## src/rtl/brd_io_gen_pkg.sv

```systemverilog
// Shared constants for the board-I/O peripheral: register map, poll reply
// and the width of the clock-tick pulse array (`MXCLK).
// Build option BRD_DEBOUNCE_EN (used by brd_debounce) selects the tick-based
// debouncer; without it each button state simply follows its synchroniser.
`ifndef MXCLK
`define MXCLK 7
`endif

package brd_io_gen_pkg;

    localparam logic [7:0] BRD_REG_STATE  = 8'd0;
    localparam logic [7:0] BRD_REG_CHG    = 8'd1;
    localparam logic [7:0] BRD_REG_LED    = 8'd2;
    localparam logic [7:0] BRD_REG_IEN    = 8'd3;
    localparam logic [7:0] BRD_REG_ID     = 8'd64;

    localparam logic [7:0] BRD_POLL_READY = 8'h02;

    // The ID window is 64..95: address bits [7:5] == 3'b010.
    function automatic logic brd_is_id(input logic [7:0] adr);
        return adr[7:5] == BRD_REG_ID[7:5];
    endfunction

endpackage

```

## src/rtl/brd_io_gen_debounce.sv

```systemverilog
// One button: two-flop synchroniser followed by either a tick-counted
// debouncer (BRD_DEBOUNCE_EN defined) or a plain follower (undefined).
// change_o pulses in the cycle whose clock edge updates state_o.
module brd_debounce
    import brd_io_gen_pkg::*;
#(
    parameter int DB_TICKS = 8
) (
    input  logic clk_i,
    input  logic rst_i,
    input  logic tick_i,
    input  logic pin_i,
    output logic state_o,
    output logic change_o
);

    logic sync1_q, sync2_q;
    logic state_q, state_d;
    logic accept;

    // Synchroniser and accepted-state register.
    always_ff @(posedge clk_i) begin
        if (rst_i) begin
            sync1_q <= 1'b0;
            sync2_q <= 1'b0;
            state_q <= 1'b0;
        end else begin
            sync1_q <= pin_i;
            sync2_q <= sync1_q;
            state_q <= state_d;
        end
    end

`ifdef BRD_DEBOUNCE_EN
    localparam int CW = $clog2(DB_TICKS + 1);
    localparam logic [CW-1:0] CNT_LAST = CW'(DB_TICKS - 1);

    logic [CW-1:0] cnt_q, cnt_d;

    // Count ticks on which the input disagrees with the state; accept on the DB_TICKS-th.
    always_comb begin
        cnt_d  = cnt_q;
        accept = 1'b0;
        if (tick_i) begin
            if (sync2_q != state_q) begin
                if (cnt_q == CNT_LAST) begin
                    accept = 1'b1;
                    cnt_d  = '0;
                end else begin
                    cnt_d = cnt_q + 1'b1;
                end
            end else begin
                cnt_d = '0;
            end
        end
    end

    // Debounce counter register.
    always_ff @(posedge clk_i) begin
        if (rst_i) cnt_q <= '0;
        else       cnt_q <= cnt_d;
    end
`else
    localparam int unused_db_ticks = DB_TICKS;
    logic unused_tick;
    assign unused_tick = tick_i;

    // State follows the synchroniser every cycle; any difference is a change.
    always_comb begin
        accept = (sync2_q != state_q);
    end
`endif

    assign state_d  = accept ? sync2_q : state_q;
    assign state_o  = state_q;
    assign change_o = accept;

endmodule

```

## src/rtl/brd_io_gen.sv

```systemverilog
// Board-I/O peripheral on the Peripheral Controller bus: debounced buttons
// with sticky change latching, LED register, poll-driven event reporting and
// a window onto the external peripheral ID table. Answers ADR_I[7]==0.
// Build option BRD_DEBOUNCE_EN enables the tick-based debouncer in brd_debounce.
module brd_io_gen
    import brd_io_gen_pkg::*;
#(
    parameter int NBTN     = 2,
    parameter int NLED     = 4,
    parameter bit BTN_INV  = 1'b0,
    parameter int TICK_IDX = 4,
    parameter int DB_TICKS = 8
) (
    input  logic                       CLK_I,
    input  logic                       RST_I,
    input  logic                       WE_I,
    input  logic                       TGA_I,
    input  logic                       STB_I,
    input  logic [7:0]                 ADR_I,
    output logic                       STALL_O,
    output logic                       ACK_O,
    input  logic [7:0]                 DAT_I,
    output logic [7:0]                 DAT_O,
    input  logic [`MXCLK:0]            clocks,
    input  logic [NBTN-1:0]            btn,
    output logic [(NLED>0?NLED:1)-1:0] led,
    output logic [3:0]                 perid_idx,
    input  logic [15:0]                perid
);

    logic            myaddr, reg_rd, reg_wr, rd_chg;
    logic            tick, unused_clocks;
    logic [NBTN-1:0] state, change;
    logic [NBTN-1:0] chg_q, chg_d, ien_q, ien_d;
    logic            dr_q, dr_d;
    logic [7:0]      led8;

    assign myaddr    = STB_I & ~ADR_I[7];
    assign ACK_O     = myaddr;
    assign STALL_O   = 1'b0;
    assign reg_rd    = myaddr & TGA_I & ~WE_I;
    assign reg_wr    = myaddr & TGA_I & WE_I;
    assign rd_chg    = reg_rd & (ADR_I == BRD_REG_CHG);
    assign perid_idx = ADR_I[4:1];
    assign tick      = clocks[TICK_IDX];
    assign unused_clocks = ^clocks;

    for (genvar i = 0; i < NBTN; i++) begin : g_btn
        brd_debounce #(.DB_TICKS(DB_TICKS)) u_db (
            .clk_i    (CLK_I),
            .rst_i    (RST_I),
            .tick_i   (tick),
            .pin_i    (btn[i] ^ BTN_INV),
            .state_o  (state[i]),
            .change_o (change[i])
        );
    end

    // Sticky change mask, event flag and enable mask; a new event beats a clearing read.
    always_comb begin
        chg_d = (rd_chg ? '0 : chg_q) | change;
        dr_d  = dr_q;
        if (rd_chg) dr_d = 1'b0;
        if (|(change & ien_q)) dr_d = 1'b1;
        ien_d = ien_q;
        if (reg_wr && ADR_I == BRD_REG_IEN) ien_d = DAT_I[NBTN-1:0];
    end

    // Event and enable registers.
    always_ff @(posedge CLK_I) begin
        if (RST_I) begin
            chg_q <= '0;
            dr_q  <= 1'b0;
            ien_q <= '1;
        end else begin
            chg_q <= chg_d;
            dr_q  <= dr_d;
            ien_q <= ien_d;
        end
    end

    if (NLED > 0) begin : g_led
        logic [NLED-1:0] led_q, led_d;

        // LED register next value.
        always_comb begin
            led_d = led_q;
            if (reg_wr && ADR_I == BRD_REG_LED) led_d = DAT_I[NLED-1:0];
        end

        // LED register.
        always_ff @(posedge CLK_I) begin
            if (RST_I) led_q <= '0;
            else       led_q <= led_d;
        end

        assign led  = led_q;
        assign led8 = 8'(led_q);
    end else begin : g_no_led
        assign led  = 1'b0;
        assign led8 = 8'h00;
    end

    // Read mux; unaddressed cycles pass the bus data through.
    always_comb begin
        DAT_O = DAT_I;
        if (myaddr) begin
            DAT_O = 8'h00;
            if (!TGA_I) begin
                DAT_O = dr_q ? BRD_POLL_READY : 8'h00;
            end else if (brd_is_id(ADR_I)) begin
                DAT_O = ADR_I[0] ? perid[7:0] : perid[15:8];
            end else begin
                case (ADR_I)
                    BRD_REG_STATE: DAT_O = 8'(state);
                    BRD_REG_CHG:   DAT_O = 8'(chg_q);
                    BRD_REG_LED:   DAT_O = led8;
                    BRD_REG_IEN:   DAT_O = 8'(ien_q);
                    default:       DAT_O = 8'h00;
                endcase
            end
        end
    end

endmodule

```

## config.mk

```make
export PLATFORM = sky130hd
export DESIGN_NAME = brd_io_gen
export DESIGN_NICKNAME = d
export VERILOG_FILES = /design/src/rtl/brd_io_gen_pkg.sv /design/src/rtl/brd_io_gen_debounce.sv /design/src/rtl/brd_io_gen.sv
export SDC_FILE = /design/constraint.sdc
export NUM_CORES = 1
export LEC_CHECK = 0
export ABC_CLOCK_PERIOD_IN_PS = 1700
export BUFFER_PORTS_ARGS = -buffer_cell sky130_fd_sc_hd__buf_2
export CORE_MARGIN = 2
export CORE_UTILIZATION = 40
export CTS_BUF_LIST = sky130_fd_sc_hd__clkbuf_16
export CTS_CLUSTER_SIZE = 25
export DETAILED_ROUTE_END_ITERATION = 6
export GPL_TIMING_DRIVEN = 0
export PLACE_DENSITY = 0.79
export SLEW_MARGIN = 10
export SYNTH_ARGS = -nofsm -noshare
export SYNTH_HDL_FRONTEND = slang
export SYNTH_HIERARCHICAL = 1
export SYNTH_SLANG_ARGS = --single-unit
export TNS_END_PERCENT = 1
```

## constraint.sdc

```tcl
create_clock -name CLK_I -period 1.7 [get_ports CLK_I]
set_clock_uncertainty 0.1 [all_clocks]
set_input_delay 0.17 -clock CLK_I [delete_from_list [all_inputs] [get_ports CLK_I]]
set_output_delay 0.17 -clock CLK_I [all_outputs]
set_load 0.05 [all_outputs]
```

==> flow_metrics.tcl <==
set metrics [dict create \
    place.gp.congestion 0.830 \
    hold_path.class "in2reg" \
    vias 915 \
    gr-usage-all-layers_pct 18.5 \
    power_density_mw_per_mm2 805 \
    antenna_cells 0 \
    final_util_pct 61.8 \
    die_height_um 51.3 \
    drc 0 \
    rsz0062_at_grt "yes" \
    final_common_cell "buf_2" \
    clkTransAtPathRegs_ps 40 \
    first_iter_violations 15 \
    cts_sinks 15 \
    start_util_pct 41.2 \
    dieArea_mm2 0.00263 \
    cts_buffers 3 \
    syn_nets 143 \
    area_growth_pct 49.8 \
    setup_viol 2 \
    finalWirelength_mm 2.33 \
    antenna_found_initial 0 \
    grt_overflow 0 \
    hold_viol_final 0 \
    required_ps 1430 \
    violations "setup timing" \
    worst_slack_ps -20.3 \
    place_area_mm2 0.00121 \
    drive_gt1_share_pct 47.7 \
    antenna_left 0 \
    worstSetupPathType "reg2out" \
    dpl.hpwl_mm 1.91 \
    crit_arrival_ps 1450 \
    grt_max_degree 14 \
    grt_pass1_wl_mm 3.72 \
    synth.distinct_cells 29 \
    final_net_count 203 \
    cp-end-kind "primary output" \
    ir_drop_uv 887 \
    finalInstanceArea_mm2 0.00134 \
    clock_latency_ps 250 \
    dr.pass1.iters 4 \
    h-tree-depth 1 \
    drt-vias-per-instance 5.00 \
    fin_crit_ps 1720 \
    routedWlPerCell_um 12.8 \
    syn_inst 96 \
    synthesis.area_um2 895 \
    pin_count 65 \
    cp-start-kind "flip-flop" \
    p_leak_uw 0.000682 \
    synth_seq_area_share_pct 33.6 \
    fin_crit_sh_pct 101 \
    row_count 17 \
    place_ws_ps -76.1 \
    core_area_mm2 0.00217 \
    max-cap-violations 0 \
    status "complete, but fails checks" \
    die_w_um 51.3 \
    hold_buffers 0 \
    fmax_ghz 0.581 \
    cts_tree "built" \
    final_cell_mix "46 x buf_2, 14 x mux2i_1, 11 x dfxtp_1" \
    ys_warn_count 6 \
    grt_pass1_vias 868 \
    syn_area_per_cell_um2 9.32 \
    ys_seq_elements 15 \
    slew_violations 0 \
    io_buffers 55 \
    finalPower_uw 1080 \
    max-clock-path-buffers 2 \
    setup_tns_ps -30.8 \
    crit_fanout 3 \
    cts.root.buffer_cell "clkbuf_16" \
]
==> repair_timing <==
| action | in CTS | in global routing |
|---|---|---|
| resized for setup | 7 | 16 |
| buffers inserted | 0 | 0 |
| pin swaps | 3 | 5 |
| hold endpoints to repair | 0 | 0 |
| setup endpoints to repair | 4 | 8 |
==> layout make-up <==
type / instances / area, µm²
multi-input combinational: 69 / 522
timing repair buffer: 55 / 317
tap: 28 / 35.0
buffer: 9 / 71.3
clock inverter: 1 / 3.75
clock buffer: 3 / 75.1
inverter: 3 / 11.3
fill: 201 / 830
sequential: 15 / 305
==> per-stage QoR <==
step / cells / hold slack (ps)
floorplan: 96 / 142
global placement: 179 / 282
detailed placement: 179 / 287
CTS: 183 / 33.3
global route: 183 / 42.6
finish: 183 / 33.4
==> report_power, final <==
part	internal, µW	switching, µW
clock	311	138
sequential	366	6.05
combinational	107	151
==> state kept, by name (all words and copies together), names as in the netlist <==
name	count
chg_q	2
dr_q	1
g_btn.u_db/state_o	2
g_btn.u_db/sync1_q	2
g_btn.u_db/sync2_q	2
ien_q	2
led	4
==> per-layer routing <==
layer  vias to the layer above  track usage, %  wire, µm
li1                        461               -         -
met1                       417            23.0       980
met2                        30            29.7      1170
met3                         7            3.22       129
met4                         0            11.4        53
met5                         -               0         0
==> synth_stat cells <==
master    number  area [µm²]
dfxtp_1       15         300
mux2i_1       14         140
nand2_1        9        33.8
nor2_1         8        30.0
o21ai_0        7        35.0
nor2b_1        6        37.5
buf_4          5        37.5
inv_1          3        11.3
nand4_1        3        18.8
a221o_1        2        20.0
a22o_1         2        17.5
and3b_1        2        17.5
buf_6          2        22.5
mux4_2         2        45.0
xor2_1         2        17.5
a22oi_1        1        7.51
a31oi_1        1        6.26
a41oi_1        1        8.76
and3_1         1        6.26
and4_1         1        8.76
buf_2          1        5.00
clkbuf_1       1        3.75
conb_1         1        3.75
nand2b_1       1        6.26
nand3b_1       1        7.51
nor3b_1        1        7.51
nor4_4         1        21.3
o311ai_1       1        8.76
o41ai_1        1        8.76
==> logic make-up after synthesis <==
group | Yosys count | synth area share [%]
multiplexers | 16 | 20.7
other | 1 | 0.419
AND/OR/NAND/NOR | 34 | 21.8
AO/OA/AOI/OAI | 16 | 12.6
XOR/XNOR | 2 | 1.96
buffers and inverters | 12 | 8.95
flip-flops | 15 | 33.6
==> path summary, 6_finish.rpt <==
check                     endpoint             startpoint  cells after the start  slack [ps]
min          g_btn[0].u_db/sync1_q                 btn[0]                      2          30
min reg2reg  g_btn[0].u_db/sync2_q  g_btn[0].u_db/sync1_q                      1         340
max                       DAT_O[1]               ien_q[1]                      4         -20
max reg2reg                   dr_q  g_btn[0].u_db/state_o                      3         730
==> worst max-delay path: stages (launching register included) <==
cell and delay (ps):
dfxtp_2 320, mux4_2 480, a31oi_1 150, o21ai_1 90
buf_6 160
Note: power is estimated with default switching activity, not from simulation.
